[src/rtl/ans_delay_generator.sv]
// Responder answer-delay generator: counts DelaySet_i ticks after frame end, then raises a held TX start request.
// Latency: DelaySet_i ticks + 2 clocks to TxStartReq_o. The request is held until TxStartAck_i, cancel or reset; a data timeout aborts.
module ans_delay_generator #(
  parameter int CNT_W = 16
) (
  input  logic             clk,
  input  logic             rst,
  input  logic [CNT_W-1:0] DelaySet_i,
  input  logic [CNT_W-1:0] DataTimeoutSet_i,
  input  logic             AcqSig_i,
  input  logic             p_RxFrameEnd_i,
  input  logic             p_Cancel_i,
  input  logic             TxDataReady_i,
  input  logic             TxStartAck_i,
  output logic             TxStartReq_o,
  output logic             p_Done_o,
  output logic             p_Abort_o,
  output logic             Busy_o,
  output logic [CNT_W-1:0] DelayCnt_o,
  output logic [CNT_W-1:0] AnsDelay_o
);

  typedef enum logic [1:0] {IDLE, WAIT_DELAY, WAIT_DATA, REQ} state_t;

  localparam logic [CNT_W-1:0] CNT_MAX = '1;

  state_t           state_q, state_d;
  logic [CNT_W-1:0] cnt_q, cnt_d;
  logic [CNT_W-1:0] ans_q, ans_d;
  logic             done_q, done_d;
  logic             abort_q, abort_d;

  logic [CNT_W:0]   limit;
  logic             cnt_sat;
  logic [CNT_W-1:0] cnt_inc;

  // One extra bit so a large delay plus timeout can never wrap to a small limit.
  assign limit   = {1'b0, DelaySet_i} + {1'b0, DataTimeoutSet_i};
  assign cnt_sat = (cnt_q == CNT_MAX);
  assign cnt_inc = (AcqSig_i && !cnt_sat) ? cnt_q + 1'b1 : cnt_q;

  always_comb begin
    state_d = state_q;
    cnt_d   = cnt_q;
    ans_d   = ans_q;
    done_d  = 1'b0;
    abort_d = 1'b0;

    case (state_q)
      IDLE: begin
        cnt_d = '0;
        if (p_RxFrameEnd_i) state_d = WAIT_DELAY;
      end
      WAIT_DELAY: begin
        cnt_d = cnt_inc;
        if (cnt_q >= DelaySet_i) state_d = TxDataReady_i ? REQ : WAIT_DATA;
      end
      WAIT_DATA: begin
        cnt_d = cnt_inc;
        if (TxDataReady_i) begin
          state_d = REQ;
        end else if (({1'b0, cnt_q} >= limit) || (cnt_sat && limit[CNT_W])) begin
          state_d = IDLE;
          cnt_d   = '0;
          abort_d = 1'b1;
        end
      end
      REQ: begin
        if (TxStartAck_i) begin
          state_d = IDLE;
          cnt_d   = '0;
          ans_d   = cnt_q;
          done_d  = 1'b1;
        end
      end
      default: begin
        state_d = IDLE;
        cnt_d   = '0;
      end
    endcase

    // A newer request frame supersedes one still waiting; a raised request is kept.
    if (p_RxFrameEnd_i && (state_q == WAIT_DELAY || state_q == WAIT_DATA)) begin
      state_d = WAIT_DELAY;
      cnt_d   = '0;
      abort_d = 1'b0;
    end

    if (p_Cancel_i) begin
      state_d = IDLE;
      cnt_d   = '0;
      ans_d   = ans_q;
      done_d  = 1'b0;
      abort_d = 1'b0;
    end
  end

  always_ff @(posedge clk or negedge rst) begin
    if (!rst) begin
      state_q <= IDLE;
      cnt_q   <= '0;
      ans_q   <= '0;
      done_q  <= 1'b0;
      abort_q <= 1'b0;
    end else begin
      state_q <= state_d;
      cnt_q   <= cnt_d;
      ans_q   <= ans_d;
      done_q  <= done_d;
      abort_q <= abort_d;
    end
  end

  assign TxStartReq_o = (state_q == REQ);
  assign Busy_o       = (state_q != IDLE);
  assign p_Done_o     = done_q;
  assign p_Abort_o    = abort_q;
  assign DelayCnt_o   = cnt_q;
  assign AnsDelay_o   = ans_q;

endmodule

[config.mk]
export PLATFORM = sky130hd
export DESIGN_NAME = ans_delay_generator
export DESIGN_NICKNAME = d
export VERILOG_FILES = /design/src/rtl/ans_delay_generator.sv
export SDC_FILE = /design/constraint.sdc
export NUM_CORES = 1
export LEC_CHECK = 0
export ABC_AREA = 1
export CORE_MARGIN = 2
export CORE_UTILIZATION = 52
export DETAILED_ROUTE_END_ITERATION = 7
export PLACE_DENSITY = 0.9
export SLEW_MARGIN = 20
export SYNTH_ARGS = -nofsm -noshare
export SYNTH_HDL_FRONTEND = slang
export SYNTH_SLANG_ARGS = --single-unit
[constraint.sdc]
create_clock -name clk -period 2.4 [get_ports clk]
set_clock_uncertainty 0.15 [all_clocks]
set_input_delay 0.72 -clock clk [delete_from_list [all_inputs] [get_ports clk]]
set_output_delay 0.72 -clock clk [all_outputs]
set_load 0.1 [all_outputs]
# Yosys cells after proc, flatten, opt, wreduce, memory -nomap -nowiden

Index checks and enable logic that the tools add are counted.

Word-level logic and storage cells: 52
Output and inout bits: 36
Flip-flop bits (word level): 36
Input port bits: 39

Order comparisons: 2
Bitwise logic cells: 1
$add $sub $neg: 2
Multiplexer cells: 24
Reductions and logical operators: 10
Equality and inequality tests: 8

Operator list:

| operator              | count |
|---|---|
| $mux 16               | 6 |
| $pmux 16 s4           | 1 |
| $add 16x16->17        | 1 |
| $ge 16x17->1          | 1 |
| $add 16x1->16 const B | 1 |
| $eq 16x16->1 const B  | 1 |
| $ge 16x16->1          | 1 |
| $mux 2                | 7 |
| $mux 1                | 9 |
| $ne 4x3->1 const B    | 2 |
| $pmux 2 s4            | 1 |
| $ne 5x4->1 const B    | 1 |
| $eq 2x2->1 const B    | 2 |
| $ne 4x4->1 const B    | 1 |
| $reduce_and 4->1      | 1 |
| $logic_and 1x1->1     | 3 |
| $reduce_and 3->1      | 1 |
| $eq 2x1->1 const B    | 1 |
| $logic_not 2->1       | 1 |
| $logic_or 1x1->1      | 2 |
| $reduce_bool 2->1     | 1 |
| $logic_not 1->1       | 1 |
| $not 1->1             | 1 |

# Logic depth before layout (Yosys ltp)

Depth after elaboration: 9
Gate-level depth with buffers: 24
Mapped depth without buffers: 23

# Worst setup path before layout

OpenSTA, ideal clock, no wires.

Kind: input-to-reg
Start: input DelaySet_i[2]
End: register cnt_q[1] (netlist: DelayCnt_o[1])
Arrival time: 3.383 ns
Data required time: 2.130 ns
Path buffers: 1
Stages on the path: 23
Setup slack: -1.253 ns
Library setup time: 0.120 ns
Cells stage by stage: ha_1 > a21oi_1 > o21ai_0 > a21oi_1 > o21ai_1 > a21boi_0 > o21ai_1 > xnor2_1 > ha_1 > inv_1 > nor3_1 > nand2_1 > nand2_1 > nand2_1 > nand2_1 > nand2_1 > nand3_1 > nand2_2 > nand2_2 > nand2_4 > buf_8 > nand2_1 > nand2_1

Longest elaborated chain between the ends: 8
Elaborated cells between the ends (all ways): 9
Those cells by class: 1 x add/sub; 1 x order compare; 5 x mux; 2 x reduce/logical

Ends and longest elaborated chain:

| element                                           | line | text |
|---|---|---|
| from (decl)                                       | 8    | `input logic [CNT_W-1:0] DelaySet_i,` |
| $add 16x16->17 (*)                                | 38   | `assign limit = {1'b0, DelaySet_i} + {1'b0, DataTimeoutSet_i};` |
| $ge 16x17->1 or $logic_and 1x1->1 (tied branches) | 62   | `end else if (({1'b0, cnt_q} >= limit) \|\| (cnt_sat && limit[CNT_W])) begin` |
| $logic_or 1x1->1 (*)                              | 62   |  |
| $mux 16 (*)                                       | 62   |  |
| $mux 16 (*)                                       | 60   | `if (TxDataReady_i) begin` |
| $pmux 16 s4 (*)                                   | 49   | `case (state_q)` |
| $mux 16 (*)                                       | 83   | `if (p_RxFrameEnd_i && (state_q == WAIT_DELAY \|\| state_q == WAIT_DATA)) begin` |
| $mux 16 (*)                                       | 89   | `if (p_Cancel_i) begin` |
| to (signal assigned)                              | 107  | `cnt_q <= cnt_d;` |
| to (decl)                                         | 28   | `logic [CNT_W-1:0] cnt_q, cnt_d;` |

Every way passes the cells marked *; elsewhere a longest branch is shown, timed or not.
A chain may end at the register's enable or synchronous reset.

# Worst setup path in the final report

Start: input DelaySet_i[7]
End: register cnt_q[0] (netlist: DelayCnt_o[0])

Same word-level chain as after synthesis.

==> flow_metrics.py <==
metrics = {
    "status": {
        "status": "complete, but fails checks",
        "violations": "negative setup slack",
    },
    "sta": {
        "grt_setup_unrepaired": "yes",
        "slew_viol_final": 0,
        "hold_viol": 0,
        "setup_viol": 19,
        "min_period_ps": 3650,
        "fmax_ghz": 0.274,
        "tightest_slew_ps": 865,
        "fin_ws_ps": -1250,
        "period_share_pct": 152,
        "relSlewSlack_pct": 42.3,
    },
    "final_layout": {
        "design_area_um2": 5670,
        "fin_nets": 748,
        "final_layout_size_suffix_gt1_share_pct": 34.7,
        "utilization_pct": 84.9,
        "fin_cells": 734,
        "syn_to_final_growth_pct": 60.8,
        "n_antenna_cell": 0,
    },
    "power_and_ir_drop": {
        "p_clk_share_pct": 17.0,
        "powerDensity_nw_per_um2": 470,
        "comb_power_share_pct": 57.7,
        "peakVddDrop_mv": 0.290,
        "swShare_pct": 45.1,
        "p_int_w": 0.00146,
        "p_leak_nw": 2.91,
        "share_seq_of_total_power_pct": 25.2,
        "total_power_w": 0.00266,
        "p_switching_w": 0.00120,
    },
    "critical_path": {
        "cp.required_ps": 2430,
        "crit_top_cell": "nand2_1",
        "critPathLaunchType": "primary input",
        "slowest_delay_ps": 320,
        "crit_type": "primary input to register",
        "path_cells": "dlygate4sd2_1 -> ha_4 -> nand4_1 -> o211ai_4 -> xnor2_1 -> ha_1 -> nand2_1 -> nor2_2 -> nand3b_1 -> nand3_1 -> nand2_1 -> nand2_1 -> nand2_1 -> nand2_1 -> nand2_1 -> nand3_2 -> nand2_2 -> nand2_4 -> nand2_8 -> nand2_2 -> nand2_1",
        "critPathBufInv": 1,
        "rrSetupSlack_ps": -120,
        "crit_slowest_cell": "o211ai_4",
        "crit_family": "simple AND/OR/NAND/NOR gates",
        "cp_max_fo": 8,
        "worstSetupEndpointType": "register",
        "arrival_ps": 3690,
    },
    "global_route": {
        "grt_overflow": 0,
        "track_usage_pct": 31.7,
        "grt_pass1_vias": 4135,
        "antenna_found_initial": 0,
        "grt_max_degree": 37,
        "grt_pass1_wl_mm": 18.8,
    },
    "drt": {
        "vias": 4359,
        "drt-initial-drc-count": 456,
        "vias_per_cell": 5.94,
        "antenna_left": 0,
        "dr.pass1.iters": 5,
        "wl_mm": 13.6,
        "post_drt_wl_per_cell_um": 18.5,
        "drc": 0,
    },
    "synth": {
        "syn_inst": 494,
        "synth_nets": 589,
        "synth_top_area_share_pct": 25.5,
        "synthArstFlopShare_pct": 100,
        "synth.avg_cell_area_um2": 7.15,
        "synth.area.top_cells": "dfrtp_1 (26%), ha_1 (19%), nand2_1 (15%)",
        "netlist_area_um2": 3530,
        "yosysTopAreaCell": "dfrtp_1",
        "seq_area_frac_synth_pct": 25.5,
        "synth_edf_count": 0,
        "yosys-top-cells-count": "nand2_1 (140), inv_1 (58), ha_1 (55)",
        "yosysWarnings": 0,
        "synth.most_common_cell": "nand2_1",
        "synth.distinct_cells": 36,
        "synth_seq_cells": 36,
        "synth_ff_type": "dfrtp_1",
    },
    "clock_tree": {
        "cts_tree": "done",
        "clockBufferDepth": 2,
        "cts_hold_buf": 0,
        "cts.sinks": 36,
        "numCtsBuffers": 5,
        "clk_latency_ps": 300,
        "htree_num_levels": 2,
        "clkTransAtPathRegs_ps": 70,
        "cts_root_buf": "clkbuf_8",
    },
    "floorplan": {
        "die_x_um": 86.4,
        "rows": 30,
        "fp.dieH_um": 86.4,
        "die-area_um2": 7460,
        "core_region_area_um2": 6680,
        "ios": 75,
        "start_util_pct": 52.8,
    },
    "placed_design": {
        "port_buffers": 74,
        "gp_congestion": 0.958,
        "placed_area_um2": 5110,
        "placed_cells": 708,
        "pre_cts_ws_ps": -1670,
        "dp_hpwl_mm": 8.16,
    },
    "worst_hold_path": {
        "hold_class": "register to register",
    },
    "run": {
        "maxCapViolations": 0,
    },
}
[per-stage QoR]
step                      setup TNS (ps)  hold slack, ps
after floorplan                   -16570             274
after CTS                         -18050             336
after detailed placement          -31100             317
final                             -22760             332
after global routing              -25250             369
after global placement            -29660             313
[kinds of logic (layout without fill, tap and decap cells)]
family | after synthesis | count (layout) | synth area share, %
buf+inv | 69 | 228 | 7.69
flops | 36 | 36 | 25.5
compound gates | 78 | 78 | 12.8
xor+xnor | 21 | 21 | 5.21
fa+ha+maj | 56 | 56 | 20.1
simple gates | 234 | 235 | 28.7
[power by group through the flow]
stage                     Sequential (W)  Combinational (W)  Clock [W]
after floorplan                 0.000716           0.000723          0
after global placement          0.000681            0.00114          0
after detailed placement        0.000681            0.00118          0
after CTS                       0.000670            0.00132   0.000442
after global routing            0.000675            0.00163   0.000471
final                           0.000673            0.00154   0.000453
[worst paths after layout]
| check | startpoint | endpoint | cells after the start |
|---|---|---|---|
| worst max-delay path | DelaySet_i[7] | DelayCnt_o[0] | 21 |
| worst min-delay path | AnsDelay_o[6] | AnsDelay_o[6] | 2 |
| worst max register to register | DelayCnt_o[1] | DelayCnt_o[8] | 12 |
| worst min register to register | AnsDelay_o[6] | AnsDelay_o[6] | 2 |
| max in group asynchronous | rst | state_q[0] | 2 |
| min in group asynchronous | rst | DelayCnt_o[0] | 2 |
[layer usage]
layer  global-route usage [%]  wire, um  up-vias
met1                     36.2      4770     2023
met2                     57.3      6840      291
met5                        0         0        -
li1                         -         -     1938
met4                     16.8       906        0
met3                     3.90      1040      107
[sequential cells by signal, indices dropped and copies added, names as in the netlist]
signal / count
state_q: 2
p_Done_o: 1
p_Abort_o: 1
DelayCnt_o: 16
AnsDelay_o: 16
[worst register-to-register path, delay by kind of cell (launching register included)]
| kind | cells | cell delay [ps] |
|---|---|---|
| xor gates and xnor gates | 1 | 210 |
| adders and majority gates | 1 | 260 |
| buffers and inverters | 1 | 80 |
| DFF | 1 | 490 |
| and+or+nand+nor | 9 | 1220 |
[placed cells by master (no fill, tap or decap), drive strengths merged, types with 2 or more instances in the layout]
cell	instances
ha	55
xor2	15
o21ai	29
dfrtp	36
nor2	39
nand3	23
clkbuf	10
nand4	4
xnor2	6
dlymetal6s2s	2
inv	63
nand2	148
a211oi	2
dlygate4sd2	10
buf	126
a21boi	2
a21oi	32
nor3	18
o211ai	2
o21a	2
clkdlybuf4s50	16
a21o	3
o21bai	4
[layout make-up]
type | count | area, um^2
multi-input combinational | 390 | 2810
timing repair buffer | 157 | 1540
tap | 80 | 100
inverter | 63 | 236
clock buffer | 8 | 90.1
sequential | 36 | 901
fill | 387 | 1010
[timing repair]
item | in CTS | in global routing
setup endpoints to repair | 19 | 19
hold endpoints to repair | 0 | 0
cloned | 1 | 0
gates resized for setup | 71 | 59
pin swaps | 31 | 49
setup buffers | 11 | 6
(Power assumes the default switching activity.)
